[src/rtl/baud_tick_gen.sv]
// ---------------------------------------------------------------------------
// baud_tick_gen
//   Programmable fractional-N baud tick generator for the UART.
//   A phase accumulator overflows at BAUD*OVERSAMPLE on average, giving the
//   oversample tick. A modulo-OVERSAMPLE count of those overflows gives a
//   1x baud tick for TX and a mid-bit tick for RX sampling.
//
// Parameters
//   CLK_FREQ      input clock frequency, Hz
//   DEFAULT_BAUD  baud rate loaded into the increment register at reset
//   ACC_WIDTH     phase accumulator width, bits
//   OVERSAMPLE    oversample ticks per bit (power of 2, >= 2)
//
// Ports
//   i_clock      in   1          system clock, rising edge
//   i_reset      in   1          asynchronous reset, active-high
//   i_enable     in   1          1 = accumulate, 0 = freeze accumulator and count
//   i_resync     in   1          strobe: clear phase and oversample count
//   i_inc_wr     in   1          strobe: load i_inc into the increment register
//   i_inc        in   ACC_WIDTH  new increment (baud*OVERSAMPLE*2**ACC_WIDTH/CLK_FREQ)
//   o_inc        out  ACC_WIDTH  current increment register
//   o_os_tick    out  1          one-cycle pulse per accumulator overflow
//   o_mid_tick   out  1          one-cycle pulse on the mid-bit oversample tick
//   o_baud_tick  out  1          one-cycle pulse per bit period
// ---------------------------------------------------------------------------
module baud_tick_gen #(
    parameter int unsigned CLK_FREQ     = 50_000_000,
    parameter int unsigned DEFAULT_BAUD = 19200,
    parameter int unsigned ACC_WIDTH    = 24,
    parameter int unsigned OVERSAMPLE   = 16
) (
    input  logic                 i_clock,
    input  logic                 i_reset,
    input  logic                 i_enable,
    input  logic                 i_resync,
    input  logic                 i_inc_wr,
    input  logic [ACC_WIDTH-1:0] i_inc,
    output logic [ACC_WIDTH-1:0] o_inc,
    output logic                 o_os_tick,
    output logic                 o_mid_tick,
    output logic                 o_baud_tick
);

    localparam int unsigned CNT_WIDTH = $clog2(OVERSAMPLE);

    // Computed in 64 bits so the shift cannot overflow for realistic widths.
    localparam logic [63:0] DEFAULT_INC_64 =
        ((64'(DEFAULT_BAUD) * 64'(OVERSAMPLE)) << ACC_WIDTH) / 64'(CLK_FREQ);
    localparam logic [ACC_WIDTH-1:0] DEFAULT_INC = DEFAULT_INC_64[ACC_WIDTH-1:0];

    localparam logic [CNT_WIDTH-1:0] MID_CNT  = CNT_WIDTH'(OVERSAMPLE / 2 - 1);
    localparam logic [CNT_WIDTH-1:0] LAST_CNT = CNT_WIDTH'(OVERSAMPLE - 1);

    // Reject parameter sets that would give a dead or wrapping increment.
    if (DEFAULT_INC_64 == 64'd0 || DEFAULT_INC_64 >= (64'd1 << ACC_WIDTH)) begin : g_bad_inc
        $error("baud_tick_gen: DEFAULT_INC out of range for ACC_WIDTH");
    end
    if (OVERSAMPLE < 2 || (OVERSAMPLE & (OVERSAMPLE - 1)) != 0) begin : g_bad_os
        $error("baud_tick_gen: OVERSAMPLE must be a power of 2 and >= 2");
    end

    logic [ACC_WIDTH-1:0] acc;
    logic [CNT_WIDTH-1:0] os_cnt;
    logic [ACC_WIDTH:0]   sum;
    logic                 carry;

    // One extra bit catches the overflow that marks an oversample tick.
    assign sum   = {1'b0, acc} + {1'b0, o_inc};
    assign carry = sum[ACC_WIDTH];

    // NOTE: sequential state uses non-blocking assignments so every register
    // samples the pre-edge values of acc, os_cnt and o_inc; blocking here
    // would let the tick decode see the already-updated count.
    always_ff @(posedge i_clock or posedge i_reset) begin
        if (i_reset) begin
            // NOTE: o_inc doubles as the increment register, so its reset
            // value is the derived default rate rather than zero.
            acc         <= '0;
            os_cnt      <= '0;
            o_inc       <= DEFAULT_INC;
            o_os_tick   <= 1'b0;
            o_mid_tick  <= 1'b0;
            o_baud_tick <= 1'b0;
        end else begin
            // Increment load is independent of enable and resync; the add
            // below still uses the old value on the write edge.
            if (i_inc_wr) begin
                o_inc <= i_inc;
            end

            if (i_resync) begin
                acc         <= '0;
                os_cnt      <= '0;
                o_os_tick   <= 1'b0;
                o_mid_tick  <= 1'b0;
                o_baud_tick <= 1'b0;
            end else if (!i_enable) begin
                o_os_tick   <= 1'b0;
                o_mid_tick  <= 1'b0;
                o_baud_tick <= 1'b0;
            end else begin
                acc         <= sum[ACC_WIDTH-1:0];
                o_os_tick   <= carry;
                o_mid_tick  <= carry && (os_cnt == MID_CNT);
                o_baud_tick <= carry && (os_cnt == LAST_CNT);
                if (carry) begin
                    // Power-of-2 OVERSAMPLE makes the natural wrap the modulo.
                    os_cnt <= os_cnt + CNT_WIDTH'(1);
                end
            end
        end
    end

endmodule

[config.mk]
export PLATFORM = sky130hd
export DESIGN_NAME = baud_tick_gen
export DESIGN_NICKNAME = d
export VERILOG_FILES = /design/src/rtl/baud_tick_gen.sv
export SDC_FILE = /design/constraint.sdc
export NUM_CORES = 1
export LEC_CHECK = 0
export CAP_MARGIN = 30
export CORE_AREA = 4 4 90 92
export CTS_BUF_LIST = sky130_fd_sc_hd__clkbuf_8
export DETAILED_ROUTE_END_ITERATION = 7
export DIE_AREA = 0 0 94 96
export DONT_BUFFER_PORTS = 1
export GPL_TIMING_DRIVEN = 0
export PLACE_DENSITY_LB_ADDON = 0.3
export SLEW_MARGIN = 20
export SYNTH_ARGS = -nofsm -noshare
export SYNTH_HDL_FRONTEND = slang
export SYNTH_SLANG_ARGS = --single-unit
[constraint.sdc]
create_clock -name i_clock -period 5.9 [get_ports i_clock]
set_clock_uncertainty 0.2 [all_clocks]
set_input_delay 1.475 -clock i_clock [delete_from_list [all_inputs] [get_ports i_clock]]
set_output_delay 1.475 -clock i_clock [all_outputs]
set_load 0.01 [all_outputs]
**After elaboration in Yosys (flattened, before gate mapping)**

Cells that the tools add are included.

- Bits in registers: 55
- Bits of input ports: 29
- Logic and storage cells: 26

- Add/subtract/negate cells: 2
- Eq/ne operators: 2
- Muxes and demuxes: 11
- Reductions and logical operators: 5

Operators by type and width:

| operator | count |
|---|---|
| 24-bit two-way mux | 2 |
| 24-bit by 24-bit adder with 25-bit output | 1 |
| 4-bit two-way mux | 3 |
| 1-bit two-way mux | 6 |
| 4-bit by 1-bit adder with 4-bit output (second input constant) | 1 |
| 4-bit by 3-bit equality test with 1-bit output (second input constant) | 1 |
| 4-bit equality test (second input constant) | 1 |
| 2-bit nonzero test | 2 |
| 1-bit logical AND | 2 |
| 2-bit AND reduction | 1 |

**Longest topological paths before layout**

Gate-level depths: netlist (run 1).

- Depth after elaboration: 4
- Depth in mapped cells: 8
- Mapped depth without buffers: 8

**Worst setup path before layout (run 1)**

Ideal clock, no wire load.

- Path type: input port to flip-flop
- Start: input i_enable
- End: register acc[0]
- Setup time: 0.132 ns
- Arrival time: 2.436 ns
- Data required time: 5.568 ns
- Path slack: 3.133 ns
- Cell stages on the path: 4
- Buffers on the path: 2
- Cell sequence: clkbuf_1 > clkbuf_1 > mux2i_1 > nor2_1

- Word-level cells in the longest chain between the ends: 1

Ends and longest elaborated chain:

| what | line | RTL |
|---|---|---|
| start: declaration | 34 | `input logic i_enable,` |
| 2-bit nonzero test (no line) | -- |  |
| end signal: assignment | 102 | `acc <= sum[ACC_WIDTH-1:0];` |
| end: declaration | 62 | `logic [ACC_WIDTH-1:0] acc;` |

Every way passes these cells.
A chain may end at the register's enable or synchronous reset.

**Worst setup path in the final report (run 1)**

- Start: input i_resync
- End: register o_os_tick

- Word-level cells in the longest chain between the ends: 1

Ends and longest elaborated chain:

| what | line | RTL |
|---|---|---|
| start: declaration | 35 | `input logic i_resync,` |
| 1-bit two-way mux | 91 | `if (i_resync) begin` |
| end signal: assignment | 103 | `o_os_tick <= carry;` |
| end: declaration | 39 | `output logic o_os_tick,` |

Every way passes these cells.

==> results of run 1 <==
[per-layer routing]
layer / track usage / part of all wire / vias up
met3: 0.0367 / 0.037 / 8
met2: 0.293 / 0.47 / 55
met5: 0 / 0 / -
met1: 0.259 / 0.48 / 1309
met4: 0.0433 / 0.012 / 0
li1: - / - / 1285
[power breakdown]
| part | internal (uW) | total [uW] | leakage [uW] | switching [uW] |
|---|---|---|---|---|
| Clock | 81.8 | 207 | 0.0000477 | 125 |
| Combinational | 193 | 469 | 0.000816 | 276 |
| Sequential | 435 | 483 | 0.000685 | 47.7 |
| Total | 710 | 1160 | 0.00155 | 449 |
[worst register-to-register path, delay by kind of cell (launching register included)]
family / cells / cell delay, ps
compound gates: 6 / 1730
fa+ha+maj: 1 / 270
flops: 1 / 610
[state kept, by name (all words and copies together), names as in the netlist]
signal and cells:
o_baud_tick 1, o_mid_tick 1, o_os_tick 1, acc 24
os_cnt 4, o_inc 24
[synth_stat cells (3+ instances only)]
| cell type | n |
|---|---|
| nand2b_1 | 5 |
| nand4_1 | 3 |
| dfrtp_1 | 46 |
| nor2b_1 | 5 |
| inv_1 | 3 |
| nand2_1 | 25 |
| o211ai_1 | 5 |
| a21oi_1 | 29 |
| mux2_2 | 24 |
| a21o_1 | 6 |
| o21ai_1 | 3 |
| dfstp_2 | 9 |
| clkbuf_1 | 8 |
| o21ai_0 | 19 |
| a22oi_1 | 3 |
| nand3_1 | 7 |
| mux2i_1 | 9 |
| a211oi_1 | 6 |
| nor4_1 | 3 |
| ha_1 | 25 |
| xnor2_1 | 12 |
| nor2_1 | 30 |
| nor3_1 | 5 |
[logic make-up (layout without fill, tap and decap cells)]
group / Yosys count / after routing / share of synthesized area
compound gates: 99 / 99 / 0.201
xor+xnor: 14 / 14 / 0.0358
fa+ha+maj: 26 / 26 / 0.0972
buf+inv: 13 / 21 / 0.0146
flops: 55 / 55 / 0.405
mux: 35 / 35 / 0.113
simple gates: 95 / 95 / 0.133
[how the worst max path moves through the flow]
stage                 to  cells past startpoint
2_1_floorplan     acc[0]                      1
3_3_place_gp   o_inc[13]                      1
3_5_place_dp   o_os_tick                      4
4_1_cts          acc[11]                      4
5_1_grt          acc[21]                      7
6_report       o_os_tick                      4
[area by class of cell]
cell class              count  area, sq um
clock inverters             3         15.0
inverters                   3         13.8
clock buffers               5         68.8
plain buffers              10         38.8
fillers                   681         3580
multi-input cells         269         1990
well taps                  99          124
flip-flops and latches     55         1390
[through the flow]
stage	cells	cell area (sq um)	hold WS, ps	utilization	power (uW)
after floorplan	337	3420	238	-	857
after global placement	436	3550	264	0.492	940
after detailed placement	436	3550	280	0.492	955
after CTS	444	3630	304	0.504	1170
after global routing	444	3630	316	0.504	1250
final	444	3630	298	0.504	1160
==> flow_summary_export.csv, run 1 <==
group,metric,value,unit
floorplan,core-area,7210,sq um
drt,drcViolationCount,0,
setup_path,path_cells,"clkbuf_1 > buf_1 > clkbuf_1 > nor2_1",
floorplan,die-width,94,microns
setup_path,path_buf_inv,3,
logic_synthesis,syn_inst,337,
clocking,clkSlewWorstSetupHoldPaths,90,ps
placed_design,hpwl,5.86,mm
timing,final.period_utilization,0.499,
clocking,cts_setup_buffers,0,
layout,fin_nets,399,
logic_synthesis,synth-async-reset-ratio,1.00,
setup_path,cpPeakStageDelay,510,ps
drt,drt_iter0_markers,120,
setup_path,rr_worst_depth,7,
clocking,ctsResizeCount,0,
clocking,htreeDepth,2,
logic_synthesis,ys_ff_latch,55,
min_path,hold_depth,1,
placed_design,io_buffers,0,
clocking,cts_tree,"built",
floorplan,ios,56,
timing,slew_violations,0,
global_route,antenna_found_initial,0,
layout,layout_commonest_cell,"dfrtp_1",
drt,dr.pass1.iters,4,
logic_synthesis,synthesis.area,3420,sq um
setup_path,end_kind,"flop",
logic_synthesis,synth_area_leaders,"dfrtp_1, ha_1, mux2_2",
setup_path,worst-path-max-fanout,10,
timing,rsz0062_at_grt,"no",
layout,antenna_cells,0,
setup_path,criticalPathCategory,"in2reg",
drt,postRouteAntennaNets,0,
placed_design,gp_congestion,0.864,
layout,final_cell_mix,"dfrtp_1, nor2_1, a21oi_1, nand2_1, ha_1",
setup_path,cp_top_family,"buffers and inverters",
clocking,cts_sinks,55,
timing,hold_viol,0,
logic_synthesis,synth-edff-count,0,
floorplan,die_h,96,microns
timing,finalSetupTns,0,ps
timing,worst_slack,2960,ps
timing,tightest_slew,729,ps
status,status,"finished, final reports clean",
setup_path,rr_startpoint,"o_inc[1]",
timing,max_slew_margin,0.514,
logic_synthesis,ys_seq_area_frac,0.405,
floorplan,dieArea,9020,sq um
setup_path,crit_required,5870,ps
clocking,cts_buffers,5,
power,powerDensity,319,nW/um^2
setup_path,start_kind,"input pin",
global_route,grt_usage,0.184,
logic_synthesis,synthesis.nets,392,
setup_path,crit_start,"i_resync",
global_route,grt_overflow,0,
power,p_leak,0.00155,uW
setup_path,arrival,2910,ps
logic_synthesis,synth-main-ff-cell,"dfrtp_1",
drt,vias,2657,
min_path,hold_start,"os_cnt[3]",
setup_path,cp_slowest_cell,"clkbuf_1",
setup_path,critPathMostFrequentCell,"clkbuf_1",
clocking,clkLatencyLatePin,310,ps
floorplan,start_util,0.475,
clocking,cts_hold_buf,0,
placed_design,place_ws,2630,ps
timing,final-setup-viol-count,0,
clocking,root_buffer,"clkbuf_8",
timing,max_clock_freq,340,MHz
setup_path,timing.rr.end,"acc[21]",
logic_synthesis,yosysWarnings,0,
logic_synthesis,yosysTopAreaCellShare,0.336,
timing,final.min_clock_period,2940,ps
drt,vias_per_cell,5.98,
logic_synthesis,ys_types,60,
global_route,grt_max_degree,56,
drt,wirelength,7.77,mm
min_path,holdCritPathClass,"reg2reg",
run,max_cap_violations,0,
drt,post_drt_wl_per_cell,17.5,microns
floorplan,row_count,31,
min_path,worstHoldEndpoint,"o_mid_tick",
logic_synthesis,avgSynthCellArea,10.2,sq um
global_route,grt_pass1_vias,2626,
setup_path,r2r_setup_slack,3010,ps
layout,drive_gt1_frac,0.148,
global_route,grt_pass1_wl,13.2,mm
power,worst_ir_drop_vdd,0.175,mV
logic_synthesis,yosysTopAreaCell,"dfrtp_1",
layout,area_growth,6.14,%
clocking,ctsLongestPathBuffers,2,
No activity file was read; power rests on OpenSTA's default activity.
==> run 2, diff against run 1 <==
- clock period: 5.9 -> 2.9 ns (I/O delays scaled with it)
==> run 2 against run 1 <==
- design area increased by 1.0%
- via count increased by 0.30%
- first-iteration DRC count increased by 13%
- critical path type is now reg2reg
- largest power group unchanged
- largest cell class unchanged
- highest routed layer unchanged
==> flow_summary_export.csv, run 2 (synthesis results as in run 1) <==
group,metric,value,unit
drt,drcViolationCount,0,
placed_design,hpwl,5.86,mm
drt,dr.pass1.iters,4,
min_path,holdCritPathClass,"in2async",
global_route,grt_pass1_wl,13.2,mm
clocking,root_buffer,"clkbuf_8",
drt,wirelength,7.85,mm
floorplan,row_count,31,
setup_path,worst-path-max-fanout,6,
global_route,grt_overflow,0,
layout,drive_gt1_frac,0.167,
placed_design,io_buffers,0,
layout,antenna_cells,0,
setup_path,criticalPathCategory,"reg2reg",
drt,vias,2665,
timing,final.min_clock_period,2840,ps
status,status,"finished, final reports clean",
global_route,antenna_found_initial,0,
setup_path,crit_required,2910,ps
floorplan,core-area,7210,sq um
setup_path,path_cells,"ha_2 > fa_1 > nand3_1 > a21boi_4 > o2111ai_4 > a211oi_1 > a21oi_1 > o211a_1",
clocking,cts_buffers,5,
drt,post_drt_wl_per_cell,17.6,microns
placed_design,place_ws,23.3,ps
setup_path,end_kind,"flop",
timing,hold_viol,0,
clocking,clkLatencyLatePin,310,ps
floorplan,ios,56,
power,pwr-share-seq,0.413,
setup_path,timing.rr.end,"acc[22]",
setup_path,cpPeakStageDelay,580,ps
power,switching_share,0.390,
layout,area_growth,7.23,%
setup_path,rr_startpoint,"o_inc[0]",
clocking,cts_tree,"built",
global_route,grt_max_degree,56,
global_route,grt_usage,0.184,
setup_path,start_kind,"flop",
floorplan,die-width,94,microns
layout,seqCellArea,1390,sq um
global_route,grt_pass1_vias,2631,
layout,top_regs,"acc (24), o_inc (24), os_cnt (4)",
timing,final-setup-viol-count,0,
setup_path,cp_top_family,"compound AO/OA/AOI/OAI gates",
floorplan,dieArea,9020,sq um
setup_path,arrival,2860,ps
setup_path,rr_worst_depth,8,
clocking,cts_sinks,55,
clocking,htreeDepth,2,
timing,tightest_slew,732,ps
setup_path,r2r_setup_slack,60,ps
timing,slew_violations,0,
setup_path,cp_slowest_cell,"dfstp_2",
clocking,clkSlewWorstSetupHoldPaths,110,ps
floorplan,die_h,96,microns
power,p_comb_frac,0.409,
run,max_cap_violations,0,
timing,max_clock_freq,352,MHz
layout,stdcell_count,446,
floorplan,start_util,0.475,
timing,rsz0062_at_grt,"yes",
clocking,ctsLongestPathBuffers,2,
setup_path,path_buf_inv,0,
timing,worst_slack,55.8,ps
placed_design,dp.cells,436,
power,netSwitchingPower,927,uW
layout,layout_commonest_cell,"dfrtp_1",
power,p_int,1450,uW
layout,final_cell_mix,"dfrtp_1, nor2_1, a21oi_1, nand2_1",
power,worst_ir_drop_vdd,0.358,mV
placed_design,gp_congestion,0.864,
timing,max_slew_margin,0.510,
drt,postRouteAntennaNets,0,
drt,drt_iter0_markers,136,
layout,multi_input_area,2010,sq um
layout,fin_nets,401,
timing,final.period_utilization,0.981,
drt,vias_per_cell,5.98,
layout,fillCellCount,679,
power,powerDensity,648,nW/um^2
power,p_leak,0.00156,uW
power,power.share.clock,0.178,
-- run 2: worst max path at each step --
stage / start / to / depth (start not counted)
after floorplan: o_inc[0] / os_cnt[3] / 8
after global placement: i_reset / o_inc[13] / 1
after detailed placement: o_inc[1] / acc[21] / 7
after CTS: o_inc[0] / os_cnt[3] / 8
after global routing: o_inc[0] / acc[22] / 8
final: o_inc[0] / acc[22] / 8
-- run 2: power groups by stage --
stage	Clock (uW)	Sequential, uW	Combinational, uW
after floorplan	0	973	770
after global placement	0	993	920
after detailed placement	0	1000	943
after CTS	446	985	956
after global routing	468	998	1090
final	424	982	973
-- run 2: worst register-to-register path, delay by kind of cell, from the launching register on --
family,cells,cell delay (ps)
compound gates,5,1370
simple gates,1,150
flops,1,580
fa+ha+maj,2,450
-- run 2: what timing repair did --
| item | CTS | global route |
|---|---|---|
| hold buffers | 0 | 0 |
| buffers inserted | 0 | 2 |
| resized for setup | 1 | 4 |
| setup endpoints to repair | 1 | 6 |
| pin swaps | 0 | 2 |
-- run 2: through the flow --
| step | total power (uW) | cell area [sq um] | util | TNS [ps] | hold slack (ps) |
|---|---|---|---|---|---|
| floorplan | 1740 | 3420 | - | 0 | 238 |
| global placement | 1910 | 3550 | 0.492 | -1760 | 264 |
| detailed placement | 1940 | 3550 | 0.492 | 0 | 280 |
| CTS | 2390 | 3640 | 0.505 | 0 | 211 |
| global route | 2560 | 3670 | 0.509 | -66.9 | 243 |
| finish | 2380 | 3670 | 0.509 | 0 | 177 |
-- run 2: layer usage --
metal  vias up  GRT usage  routed length [microns]
li1       1282          -                        -
met1      1321      0.260                     3760
met2        55      0.293                     3710
met3         7     0.0367                      289
met4         0     0.0433                       93
met5         -          0                        0
-- run 2: cell type report --
class	instances	area share
Clock buffer	5	0.0187
Clock inverter	3	0.00409
Inverter	3	0.00375
Multi-Input combinational cell	269	0.547
Sequential cell	55	0.378
Timing Repair Buffer	2	0.00409
Tap cell	99	0.0337
Buffer	10	0.0106
